[config.mk]
export PLATFORM = sky130hd
export DESIGN_NAME = key_sched_ctrl
export DESIGN_NICKNAME = d
export VERILOG_FILES = /design/src/rtl/key_sched_ctrl.sv
export SDC_FILE = /design/constraint.sdc
export NUM_CORES = 2
export LEC_CHECK = 0
export ABC_AREA = 1
export BUFFER_PORTS_ARGS = -buffer_cell sky130_fd_sc_hd__buf_2
export CAP_MARGIN = 25
export CORE_MARGIN = 2
export CORE_UTILIZATION = 41
export CTS_CLUSTER_SIZE = 20
export DETAILED_ROUTE_END_ITERATION = 6
export PLACE_DENSITY = 0.59
export SLEW_MARGIN = 20
export SYNTH_ARGS = -nofsm -noshare
export SYNTH_HDL_FRONTEND = slang
export SYNTH_SLANG_ARGS = --single-unit
[constraint.sdc]
create_clock -name mclk -period 8.9 [get_ports mclk]
set_input_delay 0.89 -clock mclk [delete_from_list [all_inputs] [get_ports mclk]]
set_output_delay 0.89 -clock mclk [all_outputs]
set_load 0.02 [all_outputs]
[src/rtl/key_sched_ctrl.sv]
// Round-key scheduler: starts the expander for the programmed key size, captures its
// streamed round keys into a 15-entry store and serves them by round index.
module key_sched_ctrl (
    input  logic         mclk,
    input  logic         arst_n,
    input  logic [1:0]   key_size,
    input  logic         key_load,
    output logic         start128,
    output logic         start192,
    output logic         start256,
    input  logic [0:127] rk128,
    input  logic [0:127] rk192,
    input  logic [0:127] rk256,
    input  logic         rk128_le,
    input  logic         rk192_le,
    input  logic         rk256_le,
    input  logic [3:0]   rk128_count,
    input  logic [3:0]   rk192_count,
    input  logic [3:0]   rk256_count,
    input  logic         busy128,
    input  logic         busy192,
    input  logic         busy256,
    output logic [3:0]   nr,
    output logic         key_ready,
    output logic         busy,
    output logic         size_err,
    input  logic         rd_en,
    input  logic [3:0]   rd_round,
    output logic [0:127] rk_out,
    output logic         rd_err
);
    localparam int unsigned RK_W  = 128;
    localparam int unsigned IDX_W = 4;
    localparam int unsigned SLOTS = 15;

    localparam logic [1:0] S_IDLE   = 2'd0;
    localparam logic [1:0] S_START  = 2'd1;
    localparam logic [1:0] S_EXPAND = 2'd2;
    localparam logic [1:0] S_READY  = 2'd3;

    localparam logic [1:0] KS_128  = 2'd0;
    localparam logic [1:0] KS_192  = 2'd1;
    localparam logic [1:0] KS_256  = 2'd2;
    localparam logic [1:0] KS_RSVD = 2'd3;

    logic [1:0]       state, state_d;
    logic [1:0]       sel, sel_d;
    logic [SLOTS-1:0] slot, slot_d;
    logic             done, done_d;
    logic [IDX_W-1:0] nr_d;
    logic             key_ready_d;
    logic             busy_d;
    logic             size_err_d;
    logic             start128_d, start192_d, start256_d;
    logic [0:RK_W-1]  rk_out_d;
    logic             rd_err_d;

    logic [0:RK_W-1]  store [SLOTS];

    logic             le_sel;
    logic [IDX_W-1:0] cnt_sel;
    logic [0:RK_W-1]  rk_sel;
    logic             wr_en;
    logic             final_wr;
    logic             load_ok;
    logic [SLOTS-1:0] low_mask;
    logic             unused_busy;

    // Expander busy lines are informational only; progress is tracked from the strobes.
    assign unused_busy = ^{busy128, busy192, busy256};

    // Only the latched expander's stream is observed.
    always_comb begin
        le_sel  = 1'b0;
        cnt_sel = '0;
        rk_sel  = '0;
        case (sel)
            KS_128: begin
                le_sel  = rk128_le;
                cnt_sel = rk128_count;
                rk_sel  = rk128;
            end
            KS_192: begin
                le_sel  = rk192_le;
                cnt_sel = rk192_count;
                rk_sel  = rk192;
            end
            KS_256: begin
                le_sel  = rk256_le;
                cnt_sel = rk256_count;
                rk_sel  = rk256;
            end
            default: begin
                le_sel  = 1'b0;
                cnt_sel = '0;
                rk_sel  = '0;
            end
        endcase
    end

    assign load_ok  = key_load && (key_size != KS_RSVD);
    assign wr_en    = (state == S_EXPAND) && le_sel && (cnt_sel <= nr);
    assign low_mask = (SLOTS'(1) << nr) - SLOTS'(1);
    // The schedule completes only when the last round lands on top of a full lower set.
    assign final_wr = wr_en && (cnt_sel == nr) && ((slot & low_mask) == low_mask);

    // Round-key store: data only, intentionally not reset.
    always_ff @(posedge mclk) begin
        if (wr_en) begin
            store[cnt_sel] <= rk_sel;
        end
    end

    // Next-state and registered-output values.
    always_comb begin
        state_d     = state;
        sel_d       = sel;
        slot_d      = slot;
        done_d      = 1'b0;
        nr_d        = nr;
        key_ready_d = key_ready;
        busy_d      = busy;
        size_err_d  = key_load && (key_size == KS_RSVD);
        start128_d  = 1'b0;
        start192_d  = 1'b0;
        start256_d  = 1'b0;
        rk_out_d    = rk_out;
        rd_err_d    = rd_err;

        case (state)
            S_IDLE, S_READY: begin
                if (load_ok) begin
                    sel_d       = key_size;
                    nr_d        = 4'd10 + {1'b0, key_size, 1'b0};
                    key_ready_d = 1'b0;
                    busy_d      = 1'b1;
                    slot_d      = '0;
                    start128_d  = (key_size == KS_128);
                    start192_d  = (key_size == KS_192);
                    start256_d  = (key_size == KS_256);
                    state_d     = S_START;
                end
            end
            S_START: begin
                state_d = S_EXPAND;
            end
            S_EXPAND: begin
                if (wr_en) begin
                    slot_d = slot | (SLOTS'(1) << cnt_sel);
                end
                done_d = final_wr;
                if (done) begin
                    key_ready_d = 1'b1;
                    busy_d      = 1'b0;
                    state_d     = S_READY;
                end
            end
            default: begin
                state_d = S_IDLE;
            end
        endcase

        // Reads are judged on the schedule state of the current cycle.
        if (rd_en) begin
            if (key_ready && (rd_round <= nr)) begin
                rk_out_d = store[rd_round];
                rd_err_d = 1'b0;
            end else begin
                rk_out_d = '0;
                rd_err_d = 1'b1;
            end
        end
    end

    always_ff @(posedge mclk or negedge arst_n) begin
        if (!arst_n) begin
            state     <= S_IDLE;
            sel       <= KS_128;
            slot      <= '0;
            done      <= 1'b0;
            nr        <= '0;
            key_ready <= 1'b0;
            busy      <= 1'b0;
            size_err  <= 1'b0;
            start128  <= 1'b0;
            start192  <= 1'b0;
            start256  <= 1'b0;
            rk_out    <= '0;
            rd_err    <= 1'b0;
        end else begin
            state     <= state_d;
            sel       <= sel_d;
            slot      <= slot_d;
            done      <= done_d;
            nr        <= nr_d;
            key_ready <= key_ready_d;
            busy      <= busy_d;
            size_err  <= size_err_d;
            start128  <= start128_d;
            start192  <= start192_d;
            start256  <= start256_d;
            rk_out    <= rk_out_d;
            rd_err    <= rd_err_d;
        end
    end

endmodule

Yosys cells after proc, flatten, opt, wreduce, memory -nomap -nowiden:

Memories as Yosys holds them, arrays and structs flattened.
Index checks and enable logic that the tools add are counted.

* RAM bits: 1920
* bits in registers: 159
* memories: 1
* logic and storage cells: 78
* output and inout port bits: 139

Memory list
* store: words 15, width 128, rd ports 1, clocked after Yosys merged registers in 0, write ports 1, RTL line 58 `logic [0:RK_W-1] store [SLOTS];`

* equality and inequality tests: 14
* muxes and demuxes: 26
* bitwise operators: 2
* shifts and indexed selects: 2
* magnitude comparators: 2
* $add $sub $neg: 2
* reduce and logical (&&, ||, !) cells: 16

Operators with widths (count)
* $pmux W128 S3: 1
* $mux W128: 1
* $mux W15: 2
* $pmux W15 S2: 1
* $shl A1 B4 Y15 const A: 2
* $and A15 B15 Y15: 1
* $eq A15 B15 Y1: 1
* $or A15 B15 Y15: 1
* $sub A15 B2 Y15 const B: 1
* $mux W1: 14
* $pmux W4 S3: 1
* $eq A2 B2 Y1 const B: 5
* $le A4 B4 Y1: 2
* $ne A2 B2 Y1 const B: 4
* $logic_and A1 B1 Y1: 7
* $eq A2 B1 Y1 const B: 3
* $logic_not A2 Y1: 3
* $pmux W2 S3: 1
* $reduce_and A3 Y1: 2
* $add A4 B3 Y4 const A: 1
* $eq A4 B4 Y1: 1
* $mux W2: 2
* $pmux W1 S2: 2
* $reduce_and A2 Y1: 2
* other kinds (3): 3

Longest topological paths before layout:

* depth after elaboration: 7
* depth in mapped cells: 17
* mapped depth without buffers: 16

Worst setup path after synthesis:

No wires, ideal clock.

* path kind: input-to-reg
* from: input port rk128_count[1]
* to: memory store[10][0] in the netlist's numbering (enable)
* library setup time: 0.616 ns
* arrival time: 7.278 ns
* stages: 10
* path slack: 1.006 ns
* cell sequence: nand2_1 nand3_1 and2_1 inv_1 ha_1 nand4_1 nand2_1 nand2_2 buf_2 nor2_1

* longest elaborated chain between the ends: 5

RTL lines
* from (decl): RTL line 17 `input logic [3:0] rk128_count,`
* $pmux W4 S3 (*): RTL line 77 `case (sel)`
* $le A4 B4 Y1: RTL line 102 `assign wr_en = (state == S_EXPAND) && le_sel && (cnt_sel <= nr);`
* $logic_and A1 B1 Y1: RTL line 102
* $mux W1: RTL line 109 `if (wr_en) begin`
* $mux W1 (implied by the code): RTL line 110 `store[cnt_sel] <= rk_sel;`
* to (decl): RTL line 58

Mark *: on every way between the ends. The rest lies on a longest branch, timed or not.

Worst setup path in the final report:

* from: register sel[1]
* to: memory store[0][119] in the netlist's numbering (enable)

* longest elaborated chain between the ends: 6
* elaborated cells on any way between the ends: 10

RTL lines
* from (decl): RTL line 47 `logic [1:0] sel, sel_d;`
* from (signal assigned): RTL line 192 `sel <= sel_d;`
* $eq A2 B2 Y1 (tied with other cells): RTL line 77
* $pmux W4 S3 / $pmux W1 S3 (equally long branches): RTL line 77
* $le A4 B4 Y1 / $logic_and A1 B1 Y1 (equally long branches): RTL line 102
* $logic_and A1 B1 Y1: RTL line 102
* $mux W1: RTL line 109
* $mux W1 (implied by the code): RTL line 110

Several ways; a longest one is shown, not always the timed one.

==> summary.txt <==
Clock network
  • Worst-case clock buffer depth: 3
  • Setup repair bufs after CTS: 0
  • CTS root buffer: clkbuf_16
  • CTS buffer count: 206
  • CTS resizes: 0
  • # hold bufs at CTS: 0
  • Clock Pin Slew Worst Setup and Hold Paths: 0.06 ns
  • Worst-Skew Late Latency: 0.85 ns
  • Clk sinks: 2077
  • H-tree depth: 4
  • CTS tree: done

STA
  • Crit path time final: 5.23 ns
  • Final Hold Viols: 0
  • Clk_skew: 0.0424 ns
  • Setup WS post-layout: 3.67 ns
  • Crit share post-route: 0.588
  • Slew @ Worst Pin: 1.08 ns
  • RSZ-0062 raised after global routing: false
  • Slew Viols, Final: 0
  • Fmax: 191 MHz
  • TNS Setup: 0 ns
  • Max transition margin: 0.283
  • Final setup viols: 0

Worst setup path
  • Req. time, crit path: 9.37 ns
  • CP arrival: 5.70 ns
  • Peak fanout along the critical path: 71
  • Critical path endpoint: store[0][119]
  • CP Capture Type: register
  • R2R cell count: 14
  • Reg-to-Reg End: store[0][119]
  • CP Launch Point: sel[1]
  • Worst setup SP type: register
  • Reg-to-reg startpoint: sel[1]
  • Flop2flop setup slack: 3.67 ns
  • Crit Path Category: reg -> reg

Synthesis
  • Synth top area cells: edfxtp_1, o21ai_0, nand2_1
  • Synth async-reset ratio: 0.0756
  • Top cells by count, synth: edfxtp_1, nand2_1, o21ai_0
  • Syn_nets: 7303
  • Most frequent cell after synthesis: edfxtp_1
  • Post-Syn Area per Cell: 12.1 um2
  • Mapped Cells: 6880
  • Number of synthesized flops with an enable pin: 1920
  • Cell area after synthesis: 83100 um2
  • Top_reg_cell synth: edfxtp_1
  • Synth top area share: 0.694
  • Synth cell types: 35
  • Post-synthesis sequential area ratio: 0.742
  • Synth Register Bits: 2077
  • Largest area contributor in the netlist: edfxtp_1
  • Syn. warnings: 0

Drt
  • DRC errors left: 0
  • Drt total wl: 245 mm
  • Via density: 5.56
  • Via count: 56200
  • Drt first-iter violations: 5675
  • Final ANT Viol Nets: 0
  • Routed len/inst: 24.2 um
  • Initial DRT Pass Iterations: 6

Die
  • Core ar.: 202000 um2
  • Die Span X: 454 um
  • Die Area: 206000 um2
  • FP Rows: 165
  • Die height: 454 um
  • I/O Pins: 551
  • Initial core utilization: 0.412

GRT
  • GR Util met1: 0.297
  • Initial antenna violation count: 6
  • GR Util All Layers: 0.232
  • Largest net degree at the start of global routing: 228
  • Vias in the first global route: 54200
  • Met3 GRT Util: 0.0293
  • Grt peak-use layer: met2
  • GRT overflow: 0
  • First-pass GRT wire length: 356 mm
  • Met2 usage: 0.405

Cells and area
  • Layout cells sized above 1: 0.133
  • Final #Nets: 7671
  • Design Area, Final: 95300 um2
  • Area grow syn2layout: 14.7%

Run status
  • Outcome: finished clean

Min path
  • HP Class: in -> async

Pwr
  • Pleak: 33.6 nW
  • Power per cell area: 282 nW/um2
  • Peak VDD IR: 0.000210 V
  • Pwr Total: 26.8 mW

Place
  • Dpl cell area: 88300 um2
  • Number of port buffers: 546
  • Worst slack, placed: 3.65 ns
  • RePlAce Congestion: 0.880
  • Dpl hpwl: 123 mm

Run
  • Max-capacitance violation count: 0
## state kept, by name (all words and copies together) (netlist names)
signal / flops
rk_out: 128
done: 1
start128: 1
rd_err: 1
size_err: 1
store: 1920
sel: 2
state: 2
start192: 1
nr: 3
busy: 1
key_ready: 1
slot: 14
start256: 1
## worst min path at each step
stage | endpoint | slack (ns) | cells after the start
3_5_place_dp | slot[10] | 0.46 | 2
6_report | rk_out[66] | 0.04 | 1
3_3_place_gp | slot[9] | 0.45 | 2
2_1_floorplan | slot[10] | 0.44 | 2
5_1_grt | rk_out[66] | 0.08 | 1
4_1_cts | rk_out[66] | 0.06 | 1
## layout by cell type, fill, tap and decap left out, types with 42 or more instances in the layout
master / netlist / final
nand2_1: 1268 / 1268
edfxtp_1: 1920 / 1920
o21ai_0: 1091 / 1091
buf_4: 3 / 69
a21oi_1: 73 / 73
dfrtp_1: 157 / 157
clkbuf_16: 0 / 208
o22ai_1: 258 / 258
nor2_1: 1050 / 1033
nand3_1: 395 / 395
clkinv_2: 0 / 42
buf_2: 94 / 541
o221ai_1: 101 / 101
clkbuf_1: 351 / 53
## routing by layer
| metal | routed length [um] | vias up |
|---|---|---|
| met5 | 0 | - |
| met4 | 8340 | 0 |
| met3 | 14300 | 402 |
| met2 | 123000 | 1942 |
| met1 | 99800 | 28400 |
| li1 | - | 25500 |
## power breakdown
group	internal [mW]	switching, mW	leakage [nW]	total [mW]
registers	12.9	0.252	19.5	13.1
logic	0.835	4.03	10.8	4.86
clock network	5.09	3.72	3.39	8.81
## through the flow
stage,utilization,hold WS (ns),instances
final,0.472,0.0387,10100
after global routing,0.472,0.0781,10100
after CTS,0.472,0.0579,10100
after detailed placement,0.438,0.462,9711
after global placement,0.438,0.454,9711
after floorplan,-,0.442,6880
## area by class of cell
class	count	area (um2)
timing repair buffer	633	3660
multi-input combinational	4284	19500
tap	2672	3340
fill	17800	106000
clock inverter	104	1190
inverter	46	208
clock buffer	286	5750
antenna	4	10.0
sequential	2077	61600
## worst max-delay path, cell delays in order (launching register included)
cell and delay, ns:
dfrtp_1 0.51, inv_2 0.12, nor2_4 0.09, buf_4 0.54, nand2_1 0.13, nand3_1 0.17, and2_1 0.17, inv_1 0.06
ha_1 0.27, nand4_1 0.12, nand2_1 0.11, nand2_2 0.47, nor2_4 0.77, buf_4 0.76, buf_4 0.50
## cell families after synthesis
logic type | after synthesis | synth area share
buffers and inverters | 519 | 0.0251
AOI/OAI and AO/OA | 1544 | 0.102
other | 1 | 0.0000452
and+or+nand+nor | 2728 | 0.130
adders and majority gates | 11 | 0.00166
DFF | 2077 | 0.742
Power figures use the tool's default switching activity.
